===== src/rtl/ranked_time_board_pkg.sv =====
// Shared encodings for the ranked time board.
// Mode select, display board code and FSM state values.
package ranked_time_pkg;

    localparam logic [1:0] MODE_SLOW = 2'b01;
    localparam logic [1:0] MODE_FAST = 2'b10;

    localparam logic [1:0] SOF_FAST = 2'b11;
    localparam logic [1:0] SOF_SLOW = 2'b01;
    localparam logic [1:0] SOF_NONE = 2'b00;

    typedef enum logic [1:0] {
        IDLE   = 2'd0,
        FIND   = 2'd1,
        INSERT = 2'd2
    } fsm_e;

endpackage


===== src/rtl/ranked_time_board_if.sv =====
// Sample handshake and result bundle of the ranked time board.
// The master side offers times; the slave side is the board.
interface ranked_time_board_if #(
    parameter int TIME_W = 22,
    parameter int DEPTH  = 3
);
    localparam int RANK_W = $clog2(DEPTH + 1);

    logic [TIME_W-1:0] time_in;
    logic              time_valid;
    logic              time_ready;
    logic [1:0]        stopwatch_mode;
    logic              clear;
    logic              result_valid;
    logic [RANK_W-1:0] result_rank;
    logic [DEPTH-1:0]  sound_pulse;

    modport master (
        output time_in,
        output time_valid,
        output stopwatch_mode,
        output clear,
        input  time_ready,
        input  result_valid,
        input  result_rank,
        input  sound_pulse
    );

    modport slave (
        input  time_in,
        input  time_valid,
        input  stopwatch_mode,
        input  clear,
        output time_ready,
        output result_valid,
        output result_rank,
        output sound_pulse
    );

endinterface


===== src/rtl/ranked_time_board_rank_board.sv =====
// One sorted board of DEPTH times with per-slot valid bits.
// DESCENDING=1 keeps longest first, otherwise shortest first.
module rank_board #(
    parameter int TIME_W     = 22,
    parameter int DEPTH      = 3,
    parameter bit DESCENDING = 1'b0,
    parameter int RANK_W     = $clog2(DEPTH + 1)
) (
    input  logic                          clk,
    input  logic                          rst_n,
    input  logic                          clear,
    input  logic                          ins,
    input  logic [TIME_W-1:0]             cand,
    input  logic [RANK_W-1:0]             pos,
    output logic [DEPTH-1:0][TIME_W-1:0]  entry,
    output logic [DEPTH-1:0]              valid,
    output logic [RANK_W-1:0]             ahead
);

    logic [DEPTH-1:0][TIME_W-1:0] nxt_e;
    logic [DEPTH-1:0]             nxt_v;

    // Ties count the stored entry as ahead so equal times keep arrival order.
    always_comb begin
        ahead = '0;
        for (int i = 0; i < DEPTH; i++) begin
            if (valid[i]) begin
                if (DESCENDING ? (entry[i] >= cand) : (entry[i] <= cand))
                    ahead = ahead + RANK_W'(1);
            end
        end
    end

    always_comb begin
        nxt_e = entry;
        nxt_v = valid;
        if (pos == '0) begin
            nxt_e[0] = cand;
            nxt_v[0] = 1'b1;
        end
        for (int i = 1; i < DEPTH; i++) begin
            if (RANK_W'(i) == pos) begin
                nxt_e[i] = cand;
                nxt_v[i] = 1'b1;
            end else if (RANK_W'(i) > pos) begin
                nxt_e[i] = entry[i-1];
                nxt_v[i] = valid[i-1];
            end
        end
    end

    always_ff @(posedge clk) begin
        if (!rst_n || clear) begin
            entry <= '0;
            valid <= '0;
        end else if (ins) begin
            entry <= nxt_e;
            valid <= nxt_v;
        end
    end

endmodule


===== src/rtl/ranked_time_board.sv =====
// Fast/slow leaderboard: accepts times, ranks them into two boards,
// pulses per-rank sound strobes and drives the display mux.
module ranked_time_board
    import ranked_time_pkg::*;
#(
    parameter int TIME_W = 22,
    parameter int DEPTH  = 3,
    parameter int RANK_W = $clog2(DEPTH + 1)
) (
    input  logic               clk,
    input  logic               rst_n,
    ranked_time_board_if.slave bus,
    input  logic               disp_board,
    input  logic [RANK_W-1:0]  disp_rank,
    output logic [TIME_W-1:0]  leaderboard_number,
    output logic               disp_entry_valid,
    output logic [DEPTH-1:0]   leaderboard_LED,
    output logic [1:0]         slow_or_fast
);

    localparam logic [1:0] S_IDLE   = IDLE;
    localparam logic [1:0] S_FIND   = FIND;
    localparam logic [1:0] S_INSERT = INSERT;

    logic [1:0]        state;
    logic [TIME_W-1:0] cand;
    logic              sel_slow;
    logic [RANK_W-1:0] pos_q;

    logic [DEPTH-1:0][TIME_W-1:0] fast_e, slow_e;
    logic [DEPTH-1:0]             fast_v, slow_v;
    logic [RANK_W-1:0]            fast_ahead, slow_ahead;

    logic             mode_ok, accept, drop, placed, do_ins;
    logic [DEPTH-1:0] hot;

    assign mode_ok = (bus.stopwatch_mode == MODE_SLOW) ||
                     (bus.stopwatch_mode == MODE_FAST);
    assign accept  = (state == S_IDLE) && bus.time_valid && !bus.clear &&
                     mode_ok && (bus.time_in != '0);
    assign drop    = (state == S_IDLE) && bus.time_valid && !bus.clear &&
                     !accept;
    assign placed  = pos_q < RANK_W'(DEPTH);
    assign do_ins  = (state == S_INSERT) && !bus.clear && placed;

    assign bus.time_ready = (state == S_IDLE);

    always_comb begin
        hot = '0;
        for (int i = 0; i < DEPTH; i++)
            if (RANK_W'(i) == pos_q) hot[i] = 1'b1;
    end

    rank_board #(
        .TIME_W(TIME_W), .DEPTH(DEPTH),
        .DESCENDING(1'b0), .RANK_W(RANK_W)
    ) u_fast (
        .clk(clk), .rst_n(rst_n), .clear(bus.clear),
        .ins(do_ins && !sel_slow), .cand(cand), .pos(pos_q),
        .entry(fast_e), .valid(fast_v), .ahead(fast_ahead)
    );

    rank_board #(
        .TIME_W(TIME_W), .DEPTH(DEPTH),
        .DESCENDING(1'b1), .RANK_W(RANK_W)
    ) u_slow (
        .clk(clk), .rst_n(rst_n), .clear(bus.clear),
        .ins(do_ins && sel_slow), .cand(cand), .pos(pos_q),
        .entry(slow_e), .valid(slow_v), .ahead(slow_ahead)
    );

    always_ff @(posedge clk) begin
        if (!rst_n) begin
            state            <= S_IDLE;
            cand             <= '0;
            sel_slow         <= 1'b0;
            pos_q            <= '0;
            bus.result_valid <= 1'b0;
            bus.result_rank  <= '0;
            bus.sound_pulse  <= '0;
        end else begin
            bus.result_valid <= 1'b0;
            bus.result_rank  <= '0;
            bus.sound_pulse  <= '0;
            if (bus.clear) begin
                state <= S_IDLE;
            end else begin
                unique case (state)
                    S_IDLE: begin
                        if (accept) begin
                            cand     <= bus.time_in;
                            sel_slow <= (bus.stopwatch_mode == MODE_SLOW);
                            state    <= S_FIND;
                        end else if (drop) begin
                            bus.result_valid <= 1'b1;
                        end
                    end
                    S_FIND: begin
                        pos_q <= sel_slow ? slow_ahead : fast_ahead;
                        state <= S_INSERT;
                    end
                    S_INSERT: begin
                        bus.result_valid <= 1'b1;
                        if (placed) begin
                            bus.result_rank <= pos_q + RANK_W'(1);
                            bus.sound_pulse <= hot;
                        end
                        state <= S_IDLE;
                    end
                    default: state <= S_IDLE;
                endcase
            end
        end
    end

    logic [DEPTH-1:0][TIME_W-1:0] sh_e;
    logic [DEPTH-1:0]             sh_v;

    assign sh_e = disp_board ? slow_e : fast_e;
    assign sh_v = disp_board ? slow_v : fast_v;

    // Out-of-range ranks blank the whole display path.
    always_comb begin
        leaderboard_number = '0;
        disp_entry_valid   = 1'b0;
        leaderboard_LED    = '0;
        slow_or_fast       = SOF_NONE;
        if (disp_rank != '0 && disp_rank <= RANK_W'(DEPTH)) begin
            slow_or_fast = disp_board ? SOF_SLOW : SOF_FAST;
            for (int i = 0; i < DEPTH; i++) begin
                if (RANK_W'(i) < disp_rank) leaderboard_LED[i] = 1'b1;
                if (RANK_W'(i + 1) == disp_rank) begin
                    disp_entry_valid = sh_v[i];
                    if (sh_v[i]) leaderboard_number = sh_e[i];
                end
            end
        end
    end

endmodule


===== src/flat_wrapper.sv =====
// flat-port wrapper written by rule: the top's interface ports become plain ports
module ranked_time_board_flat import ranked_time_pkg::*;
#(
    parameter int TIME_W = 22,
    parameter int DEPTH  = 3,
    parameter int RANK_W = $clog2(DEPTH + 1)
)
  (clk, rst_n, disp_board, disp_rank, leaderboard_number, disp_entry_valid, leaderboard_LED, slow_or_fast, bus_time_in, bus_time_valid, bus_stopwatch_mode, bus_clear, bus_time_ready, bus_result_valid, bus_result_rank, bus_sound_pulse);
  ranked_time_board_if #(.TIME_W(TIME_W), .DEPTH(DEPTH)) bus_i ();
  input  logic clk;
  input  logic rst_n;
  input  logic disp_board;
  input  logic [RANK_W-1:0] disp_rank;
  output logic [TIME_W-1:0] leaderboard_number;
  output logic disp_entry_valid;
  output logic [DEPTH-1:0] leaderboard_LED;
  output logic [1:0] slow_or_fast;
  input wire logic [$bits(bus_i.time_in)-1:0] bus_time_in;
  input wire logic [$bits(bus_i.time_valid)-1:0] bus_time_valid;
  input wire logic [$bits(bus_i.stopwatch_mode)-1:0] bus_stopwatch_mode;
  input wire logic [$bits(bus_i.clear)-1:0] bus_clear;
  output wire logic [$bits(bus_i.time_ready)-1:0] bus_time_ready;
  output wire logic [$bits(bus_i.result_valid)-1:0] bus_result_valid;
  output wire logic [$bits(bus_i.result_rank)-1:0] bus_result_rank;
  output wire logic [$bits(bus_i.sound_pulse)-1:0] bus_sound_pulse;
  assign bus_i.time_in = bus_time_in;
  assign bus_i.time_valid = bus_time_valid;
  assign bus_i.stopwatch_mode = bus_stopwatch_mode;
  assign bus_i.clear = bus_clear;
  assign bus_time_ready = bus_i.time_ready;
  assign bus_result_valid = bus_i.result_valid;
  assign bus_result_rank = bus_i.result_rank;
  assign bus_sound_pulse = bus_i.sound_pulse;
  ranked_time_board #(.TIME_W(TIME_W), .DEPTH(DEPTH), .RANK_W(RANK_W)) u_core (.clk(clk), .rst_n(rst_n), .bus(bus_i), .disp_board(disp_board), .disp_rank(disp_rank), .leaderboard_number(leaderboard_number), .disp_entry_valid(disp_entry_valid), .leaderboard_LED(leaderboard_LED), .slow_or_fast(slow_or_fast));
endmodule

===== config.mk =====
export PLATFORM = sky130hd
export DESIGN_NAME = ranked_time_board_flat
export DESIGN_NICKNAME = d
export VERILOG_FILES = /design/src/rtl/ranked_time_board_pkg.sv /design/src/rtl/ranked_time_board_if.sv /design/src/rtl/ranked_time_board_rank_board.sv /design/src/rtl/ranked_time_board.sv /design/src/flat_wrapper.sv
export SDC_FILE = /design/constraint.sdc
export NUM_CORES = 1
export LEC_CHECK = 0
export ABC_AREA = 1
export BUFFER_PORTS_ARGS = -buffer_cell sky130_fd_sc_hd__clkbuf_2
export CORE_MARGIN = 10
export CORE_UTILIZATION = 35
export CTS_CLUSTER_SIZE = 24
export DETAILED_ROUTE_END_ITERATION = 10
export GPL_TIMING_DRIVEN = 0
export PLACE_DENSITY = 0.49
export SYNTH_ARGS = -nofsm -noshare
export SYNTH_HDL_FRONTEND = slang
export SYNTH_SLANG_ARGS = --single-unit
export TNS_END_PERCENT = 1

===== constraint.sdc =====
create_clock -name clk -period 3.11 [get_ports clk]
set_input_delay 0.622 -clock clk [delete_from_list [all_inputs] [get_ports clk]]
set_output_delay 0.622 -clock clk [all_outputs]
set_load 0.01 [all_outputs]

==> flow_metrics.env <==
export IMPL_postLayoutCellArea_um2=12800
export IMPL_synth_top_area_share_pct=30.6
export IMPL_cts_max_path_buffers=2
export IMPL_outcome="completed"
export IMPL_cts_inserted_buffers=17
export IMPL_synth_main_ff_cell="dfxtp_1"
export IMPL_cpMostUsedCell="inv_1"
export IMPL_vias=11700
export IMPL_io_pins=66
export IMPL_drc=0
export IMPL_dr_pass1_iters=6
export IMPL_power_density_nw_per_um2=421
export IMPL_ys_types=37
export IMPL_ys_seq_area_share_pct=30.6
export IMPL_track_usage_pct=25.0
export IMPL_synth_edf_count=0
export IMPL_n_antenna_cell=0
export IMPL_slowest_stage="dfxtp_1"
export IMPL_syn_area_per_cell_um2=6.93
export IMPL_grt_pass1_vias=11000
export IMPL_setup_tns_ns=0
export IMPL_via_per_inst=5.55
export IMPL_regArea_um2=3450
export IMPL_p_leak_nw=5.42
export IMPL_grt_pass1_wl_um=72000
export IMPL_synth_top_area_cell="dfxtp_1"
export IMPL_drv_cap=0
export IMPL_wire_per_inst_um=23.5
export IMPL_multi_input_area_um2=6640
export IMPL_core_region_area_um2=31600
export IMPL_final_util_pct=40.7
export IMPL_antenna_left=0
export IMPL_place_hpwl_um=37200
export IMPL_synthTopCellsByArea="dfxtp_1 31%, ha_1 16%, o21ai_0 12%"
export IMPL_cts_sinks=171
export IMPL_worst_pin_slew_ns=1.35
export IMPL_wl_um=49700
export IMPL_cts_htree_levels=4
export IMPL_yosysWarnings=0
export IMPL_nets=1870
export IMPL_setup_violations=0
export IMPL_placed_cell_area_um2=12000
export IMPL_drive_gt1_share_pct=11.8
export IMPL_initial_core_util_pct=35.4
export IMPL_clock_skew_ns=0.0140
export IMPL_row_count=65
export IMPL_clkTransAtPathRegs_ns=0.07
export IMPL_synthArstFlopShare_pct=0
export IMPL_grt_max_degree=17
export IMPL_crit_required_ns=2.49
export IMPL_fmax_ghz=0.329
export IMPL_fin_crit_sh_pct=97.6
export IMPL_critPathMaxFanout=10
export IMPL_slew_headroom_pct=9.41
export IMPL_drtIter0Drc=1210
export IMPL_dpl_cell_count=2079
export IMPL_die_area_um2=39500
export IMPL_cts_tree="done"
export IMPL_layoutNonFillerInstCount=2115
export IMPL_synthCells=1613
export IMPL_clockRootBuffer="clkbuf_16"
export IMPL_ir_drop_mv=0.384
export IMPL_hp_class="primary input to flip-flop"
export IMPL_synth_nets=1783
export IMPL_path_class="flip-flop to output pin"
export IMPL_syn2layout_area_growth_pct=14.8
export IMPL_max_stage_delay_ns=0.31
export IMPL_rsz0062_at_grt="true"
export IMPL_cp_start_kind="flip-flop"
export IMPL_clk_latency_ns=0.46
export IMPL_final_fill_count=3385
export IMPL_post_route_min_period_ns=3.04
export IMPL_finalHoldViolCount=0
export IMPL_maxSlewViolCount=0
export IMPL_synth_seq_cells=171
export IMPL_port_buffers=64
export IMPL_syn_area_um2=11200
export IMPL_cp_arrival_ns=2.41
export IMPL_gp_congestion=0.957
export IMPL_end_kind="output pin"
export IMPL_fp_dieW_um=199
export IMPL_overflow=0
export IMPL_die_height_um=199
export IMPL_antenna_found_initial=0
export IMPL_cts_hold_buf=0
export IMPL_path_cells="inv_1, o21ai_1, nand2_2, nand2_1, inv_1, clkbuf_4, a21oi_1, o21ai_0, inv_1, clkbuf_2"
-- per-layer routing --
layer | part of all wire (%) | global-route usage (%) | vias up
met5 | 0 | 0 | -
met4 | 4.2 | 10.8 | 0
met3 | 5.7 | 3.65 | 89
met2 | 45 | 39.7 | 425
met1 | 45 | 33.0 | 5580
li1 | - | - | 5640
-- worst max-delay path, delay by kind of cell (launching register included) --
kind                   cells  cell delay (ns)
DFF                        1             0.31
buffers and inverters      5             0.84
AOI/OAI and AO/OA          3             0.40
and+or+nand+nor            2             0.41
-- final cells by class --
type,instances,share of cell area (%)
Inverter,222,6.61
Buffer,86,3.40
Tap cell,402,3.92
Multi-Input combinational cell,1134,51.7
Clock inverter,11,1.11
Timing Repair Buffer,68,2.73
Sequential cell,171,26.8
Clock buffer,21,3.66
-- synth_stat cells (all sizes together), types with 2 or more instances --
master / instances
a211oi: 3
a21oi: 253
a31oi: 26
nand2: 235
o21a: 4
dfxtp: 171
or3: 2
o21bai: 2
clkbuf: 52
inv: 222
nand4: 10
ha: 139
o211ai: 17
nand3b: 2
nor4: 5
o21ai: 314
buf: 34
nor2: 90
a21o: 3
nand3: 22
-- registers in the layout, indices dropped and copies added, names as in the netlist --
| register | cells |
|---|---|
| u_core.u_slow.entry | 66 |
| u_core.sel_slow | 1 |
| u_core.cand | 22 |
| u_core.u_slow.valid | 3 |
| u_core.u_fast.entry | 66 |
| u_core.pos_q | 2 |
| u_core.bus.result_rank | 2 |
| u_core.u_fast.valid | 3 |
| u_core.state | 2 |
| u_core.bus.result_valid | 1 |
| u_core.bus.sound_pulse | 3 |
-- placed cells by master (no fill, tap or decap), drive strengths merged --
cell,netlist,layout
a211oi,3,3
a21boi,1,1
a21o,3,3
a21oi,253,253
a31oi,26,26
buf,34,37
bufinv,0,3
clkbuf,52,138
clkinv,0,6
clkinvlp,0,2
dfxtp,171,171
ha,139,139
inv,222,222
nand2,235,235
nand3,22,22
nand3b,2,2
nand4,10,10
nor2,90,90
nor3,1,1
nor4,5,5
o211ai,17,17
o21a,4,4
o21ai,314,314
o21bai,2,2
o221a,1,1
o22ai,1,1
o311ai,1,1
o41ai,1,1
or2,1,1
or3,2,2
-- power by group --
| group | switching, mW | internal [mW] | leakage, nW |
|---|---|---|---|
| Clock | 1.01 | 1.33 | 0.299 |
| Sequential | 0.0352 | 2.21 | 1.39 |
| Combinational | 0.579 | 0.239 | 3.74 |
-- logic make-up (layout without fill, tap and decap cells) --
family,after synthesis,after routing,synth area share (%)
AO/OA/AOI/OAI,627,627,29.3
adder cells (fa/ha/maj),139,139,15.6
buffers and inverters,308,408,11.1
flip-flops,171,171,30.6
AND/OR/NAND/NOR,368,368,13.4
-- per-stage QoR --
stage	total power, mW	setup WS (ns)	hold WS (ns)
global route	5.57	-0.0573	0.479
detailed placement	3.04	-0.615	0.469
finish	5.40	0.0746	0.464
global placement	3.03	-1.19	0.469
floorplan	2.71	0.680	0.442
CTS	5.36	-0.0696	0.457
-- timing repair --
| action | 4_1_cts | 5_1_grt |
|---|---|---|
| pin swaps | 0 | 10 |
| endpoints found under the hold margin | 0 | 0 |
| endpoints found under the setup margin | 20 | 24 |
| gates resized for setup | 25 | 69 |
| setup buffers | 0 | 4 |
-- path summary, 6_finish.rpt --
check | start | end | slack, ns | cells after the start
setup / recovery | u_core.u_fast.valid[0]$_SDFFE_PP0P_ | leaderboard_number[18] | 0.07 | 10
hold / removal | bus_time_in[10] | u_core.cand[10]$_SDFFE_PN0P_ | 0.46 | 3
setup reg to reg | u_core.cand[9]$_SDFFE_PN0P_ | u_core.pos_q[1]$_SDFFE_PN0P_ | 0.12 | 19
hold reg to reg | u_core.u_slow.entry[51]$_SDFFE_PP0P_ | u_core.u_slow.entry[51]$_SDFFE_PP0P_ | 0.48 | 2
No activity file was read; power rests on OpenSTA's default activity.
